## src/rtl/bishift_ctrl.sv

```systemverilog
// Command sequencer for a bidirectional serial shift register: serializes a word
// into the register over N clocks, then captures and returns its parallel output.
module bishift_ctrl #(
    parameter int WIDTH = 4,
    parameter int LENW  = 3
) (
    input  logic             clk,
    input  logic             rstn,
    input  logic             cmd_valid,
    output logic             cmd_ready,
    input  logic             cmd_dir,
    input  logic [LENW-1:0]  cmd_len,
    input  logic [WIDTH-1:0] cmd_data,
    input  logic             hold,
    output logic             sr_d,
    output logic             sr_en,
    output logic             sr_dir,
    input  logic [WIDTH-1:0] sr_out,
    output logic             rsp_valid,
    input  logic             rsp_ready,
    output logic [WIDTH-1:0] rsp_data,
    output logic             busy
);

    typedef enum logic [1:0] {IDLE, SHIFT, CAPTURE, RESP} state_t;

    localparam logic [LENW-1:0] LEN_MAX = LENW'(WIDTH);

    function automatic logic [LENW-1:0] sat_len(input logic [LENW-1:0] len);
        return (len > LEN_MAX) ? LEN_MAX : len;
    endfunction

    // dir=0 sends the low n bits MSB-first; dir=1 sends the high n bits LSB-first,
    // so both directions leave the field in place after n shifts.
    function automatic logic pick_bit(input logic [WIDTH-1:0] data,
                                      input logic [LENW-1:0]  n,
                                      input logic             dir,
                                      input logic [LENW-1:0]  k);
        logic [WIDTH-1:0] sh;
        if (dir)
            sh = data >> (WIDTH - int'(n) + int'(k));
        else
            sh = data >> (int'(n) - 1 - int'(k));
        return sh[0];
    endfunction

    state_t           state_q, state_nx;
    logic [LENW-1:0]  cnt_q, cnt_nx;
    logic [LENW-1:0]  n_q, n_nx;
    logic             dir_q, dir_nx;
    logic [WIDTH-1:0] data_q, data_nx;

    logic             sr_d_nx, sr_en_nx, sr_dir_nx;
    logic             cmd_ready_nx, busy_nx, rsp_valid_nx;
    logic [WIDTH-1:0] rsp_data_nx;

    logic             accept;
    logic [LENW-1:0]  len_sat;

    assign accept  = cmd_valid & cmd_ready;
    assign len_sat = sat_len(cmd_len);

    always_ff @(posedge clk or negedge rstn) begin
        if (!rstn)
            state_q <= IDLE;
        else
            state_q <= state_nx;
    end

    always_comb begin
        state_nx = state_q;
        case (state_q)
            IDLE:    if (accept) state_nx = (len_sat != '0) ? SHIFT : CAPTURE;
            SHIFT:   if (cnt_q == n_q) state_nx = CAPTURE;
            CAPTURE: state_nx = RESP;
            RESP:    if (rsp_valid && rsp_ready) state_nx = IDLE;
            default: state_nx = IDLE;
        endcase
    end

    // Every output is registered from the next-cycle view, so cnt_q counts
    // shift pulses already issued and the final pulse is the one in flight.
    always_comb begin
        cnt_nx       = cnt_q;
        n_nx         = n_q;
        dir_nx       = dir_q;
        data_nx      = data_q;
        sr_en_nx     = 1'b0;
        sr_d_nx      = sr_d;
        sr_dir_nx    = sr_dir;
        rsp_valid_nx = 1'b0;
        rsp_data_nx  = rsp_data;
        cmd_ready_nx = (state_nx == IDLE);
        busy_nx      = (state_nx != IDLE);
        case (state_q)
            IDLE: begin
                if (accept) begin
                    n_nx      = len_sat;
                    dir_nx    = cmd_dir;
                    data_nx   = cmd_data;
                    sr_dir_nx = cmd_dir;
                    cnt_nx    = '0;
                    if (len_sat != '0) begin
                        sr_en_nx = 1'b1;
                        sr_d_nx  = pick_bit(cmd_data, len_sat, cmd_dir, '0);
                        cnt_nx   = LENW'(1);
                    end
                end
            end
            SHIFT: begin
                if (cnt_q != n_q && !hold) begin
                    sr_en_nx = 1'b1;
                    sr_d_nx  = pick_bit(data_q, n_q, dir_q, cnt_q);
                    cnt_nx   = cnt_q + LENW'(1);
                end
            end
            CAPTURE: begin
                rsp_data_nx  = sr_out;
                rsp_valid_nx = 1'b1;
            end
            RESP: begin
                rsp_valid_nx = ~rsp_ready;
            end
            default: ;
        endcase
    end

    always_ff @(posedge clk or negedge rstn) begin
        if (!rstn) begin
            cnt_q     <= '0;
            n_q       <= '0;
            dir_q     <= 1'b0;
            data_q    <= '0;
            sr_d      <= 1'b0;
            sr_en     <= 1'b0;
            sr_dir    <= 1'b0;
            cmd_ready <= 1'b1;
            busy      <= 1'b0;
            rsp_valid <= 1'b0;
            rsp_data  <= '0;
        end else begin
            cnt_q     <= cnt_nx;
            n_q       <= n_nx;
            dir_q     <= dir_nx;
            data_q    <= data_nx;
            sr_d      <= sr_d_nx;
            sr_en     <= sr_en_nx;
            sr_dir    <= sr_dir_nx;
            cmd_ready <= cmd_ready_nx;
            busy      <= busy_nx;
            rsp_valid <= rsp_valid_nx;
            rsp_data  <= rsp_data_nx;
        end
    end

endmodule

```

## config.mk

```make
export PLATFORM = sky130hd
export DESIGN_NAME = bishift_ctrl
export DESIGN_NICKNAME = d
export VERILOG_FILES = /design/src/rtl/bishift_ctrl.sv
export SDC_FILE = /design/constraint.sdc
export NUM_CORES = 1
export LEC_CHECK = 0
export ABC_AREA = 1
export CAP_MARGIN = 10
export CORE_MARGIN = 2
export CORE_UTILIZATION = 52
export CTS_CLUSTER_SIZE = 16
export DETAILED_ROUTE_END_ITERATION = 16
export PLACE_DENSITY_LB_ADDON = 0.05
export RECOVER_POWER = 50
export SLEW_MARGIN = 20
export SYNTH_ARGS = -nofsm -noshare
export SYNTH_HDL_FRONTEND = slang
export SYNTH_SLANG_ARGS = --single-unit
```

## constraint.sdc

```tcl
create_clock -name clk -period 2.45 [get_ports clk]
set_input_delay 0.245 -clock clk [delete_from_list [all_inputs] [get_ports clk]]
set_output_delay 0.245 -clock clk [all_outputs]
set_load 0.05 [all_outputs]
```

==> impl_metrics.env, run 1 <==
export IMPL_outcome="finished, final reports clean"
export IMPL_cts_setup_buffers=0
export IMPL_ys_seq_area_share_pct=37.9
export IMPL_reg2reg_slack_ns=0.29
export IMPL_coreArea_sq_um=2710
export IMPL_routed_wl_mm=2.99
export IMPL_gp_congestion=0.892
export IMPL_syn_nets=201
export IMPL_synth_seq_cells=22
export IMPL_worstMarginPinSlew_ns=1.17
export IMPL_die_width_um=56.9
export IMPL_setup_ws_ns=0.291
export IMPL_drc=0
export IMPL_clkSinkCount=22
export IMPL_r2r_cells=12
export IMPL_worstSkewPairLatency_ns=0.31
export IMPL_grt_max_degree=23
export IMPL_fill_cells=243
export IMPL_boundaryPins=27
export IMPL_arrival_ns=2.37
export IMPL_grt_pass1_vias=1235
export IMPL_routed_via_density=5.22
export IMPL_whs_path_depth=3
export IMPL_cts_tree="built"
export IMPL_holdWs_ns=0.502
export IMPL_power_density_nw_per_um2=1460
export IMPL_initial_core_util_pct=53.7
export IMPL_hp_class="in -> reg"
export IMPL_total_leakage_power_nw=0.855
export IMPL_drive_gt1_share_pct=15.4
export IMPL_fmax_mhz=463
export IMPL_crit_buf_inv=3
export IMPL_slew_headroom_pct=21.8
export IMPL_cts_buffer_depth=2
export IMPL_startpoint="n_q[1]"
export IMPL_ys_async_sr_fraction_pct=100
export IMPL_avgSynthCellArea_sq_um=8.42
export IMPL_slowest_stage="fa_1"
export IMPL_synth_distinct_cells=28
export IMPL_fin_crit_sh_pct=88.1
export IMPL_drv_cap=0
export IMPL_post_drt_wl_per_cell_um=12.9
export IMPL_antenna_cells=0
export IMPL_final_common_cell="nand2_1"
export IMPL_synth_main_ff_cell="dfrtp_1"
export IMPL_rr_endpoint="sr_d"
export IMPL_layout_nets=230
export IMPL_grt_remaining_overflow=0
export IMPL_cts_resized=0
export IMPL_tns_ns=0
export IMPL_multi_input_area_sq_um=758
export IMPL_min_period_ns=2.16
export IMPL_required_ns=2.66
export IMPL_hold_buffers=0
export IMPL_fp_dieArea_sq_um=3240
export IMPL_worstPathMaxFanout=4
export IMPL_cts_root_buf="clkbuf_4"
export IMPL_row_count=19
export IMPL_grt_pass1_wl_mm=5.20
export IMPL_hold_viol=0
export IMPL_min_delay_worst_endpoint="data_q[0]"
export IMPL_ir_drop_mv=1.14
export IMPL_track_usage_pct=20.4
export IMPL_cp_start_kind="register"
export IMPL_drt_iter0_drc=28
export IMPL_vias=1212
export IMPL_port_buffer_count=26
export IMPL_layout_common_cells="nand2_1, inv_1, clkdlybuf4s50_1, dfrtp_1, nand3_1"
export IMPL_finalSetupViolCount=0
export IMPL_clk_pin_slew_ns=0.12
export IMPL_die_height_um=56.9
export IMPL_cp_slowest_stage_delay_ns=0.48
export IMPL_synth_cells=173
export IMPL_end_kind="register"
export IMPL_dr_pass1_iters=4
export IMPL_post_route_util_pct=65.6
export IMPL_crit_chain="inv_2 > ha_1 > inv_1 > fa_1 > inv_1 > nand2_1 > o21ai_0 > nand3b_1 > nand2_1 > nor2_1 > a21oi_2 > a21oi_2"
export IMPL_fin_cells=232
export IMPL_htree_levels=1
export IMPL_grt_antenna_before_repair=0
export IMPL_finalMaxSlewViolations=0
export IMPL_netlist_area_sq_um=1460
export IMPL_r2r_start="n_q[1]"
export IMPL_criticalPathCategory="reg -> reg"
export IMPL_rsz0062_at_grt="no"
export IMPL_yosys_warnings=0
export IMPL_regArea_sq_um=552
export IMPL_syn2layout_area_growth_pct=22.1
export IMPL_clock_skew_ns=0.00536
export IMPL_dp_cells=228
export IMPL_crit_family="adder cells"
export IMPL_hold_path_startpoint="cmd_data[0]"
export IMPL_drtAntennaViolNets=0
export IMPL_cts_buffers=3
export IMPL_dp_hpwl_mm=2.41
export IMPL_place_ws_ns=0.307
export IMPL_synth_edff_count=0
## layer usage
layer	vias to the layer above	global-route usage (%)	part of all wire [%]
li1	617	-	-
met1	565	25.5	47
met2	24	35.3	48
met3	6	2.30	3.0
met4	0	8.64	2.1
met5	-	0	0
## cells in the mapped netlist, drive strengths merged, types with 2 or more instances
library cell,instances,area share (%)
dfrtp,21,36
nand3,19,7.9
nand2,41,12
o21ai,15,5.4
fa,2,2.7
buf,3,2.3
ha,9,7.7
xnor2,2,1.2
a21oi,9,3.9
mux2,4,3.1
nor2,10,3.9
inv,30,7.7
## tightest hold or removal path, cell delays in order
cell,delay (ns)
clkdlybuf4s50_1,0.39
inv_1,0.06
o21ai_0,0.08
## kinds of logic after synthesis
logic type                 after synthesis  share of synthesized area (%)
AOI/OAI and AO/OA                       27                           12.0
and+or+nand+nor                         73                           24.7
xor gates and xnor gates                 3                           1.80
muxes                                    4                           3.09
DFF                                     22                           37.9
adders and majority gates               11                           10.5
buffers and inverters                   33                           10.1
## flip-flops by register name (all words and copies together), names as in the netlist
name,count
busy,1
sr_d,1
data_q,4
sr_en,1
dir_q,1
n_q,3
cmd_ready,1
state_q,2
rsp_data,4
rsp_valid,1
cnt_q,3
## cell type report
| class | instances | area share, % |
|---|---|---|
| inverter | 30 | 6.33 |
| clock buffer | 3 | 1.27 |
| sequential | 22 | 31.0 |
| tap | 31 | 2.18 |
| clock inverter | 1 | 1.69 |
| timing repair buffer | 27 | 14.8 |
| multi-input combinational | 118 | 42.6 |
## how the worst max path moves through the flow
stage / end / slack [ns] / depth (start not counted)
floorplan: sr_d / 0.49 / 12
global placement: sr_d / 0.41 / 12
detailed placement: sr_d / 0.31 / 12
CTS: sr_d / 0.29 / 12
global route: sr_d / 0.13 / 12
finish: sr_d / 0.29 / 12
## power breakdown
part / total (mW) / switching (mW) / internal, mW
Clock: 0.282 / 0.117 / 0.165
Combinational: 1.62 / 1.01 / 0.604
Sequential: 0.698 / 0.161 / 0.537
Total: 2.60 / 1.29 / 1.31
## stage by stage
step | instance area [sq um] | power (mW)
after global routing | 1780 | 2.81
final | 1780 | 2.60
after CTS | 1780 | 2.60
after detailed placement | 1730 | 2.31
after floorplan | 1460 | 1.90
after global placement | 1730 | 2.24
(Power assumes the default switching activity.)
==> run 2, diff against run 1 <==
--- a/config.mk
+++ b/config.mk
@@ -13,6 +13,7 @@
 export DETAILED_ROUTE_END_ITERATION = 16
 export PLACE_DENSITY_LB_ADDON = 0.05
 export RECOVER_POWER = 50
+export SKIP_CTS_REPAIR_TIMING = 1
 export SLEW_MARGIN = 20
 export SYNTH_ARGS = -nofsm -noshare
 export SYNTH_HDL_FRONTEND = slang
==> results of run 2 <==
The final DEF is identical to that of run 1; final timing and power are the same.
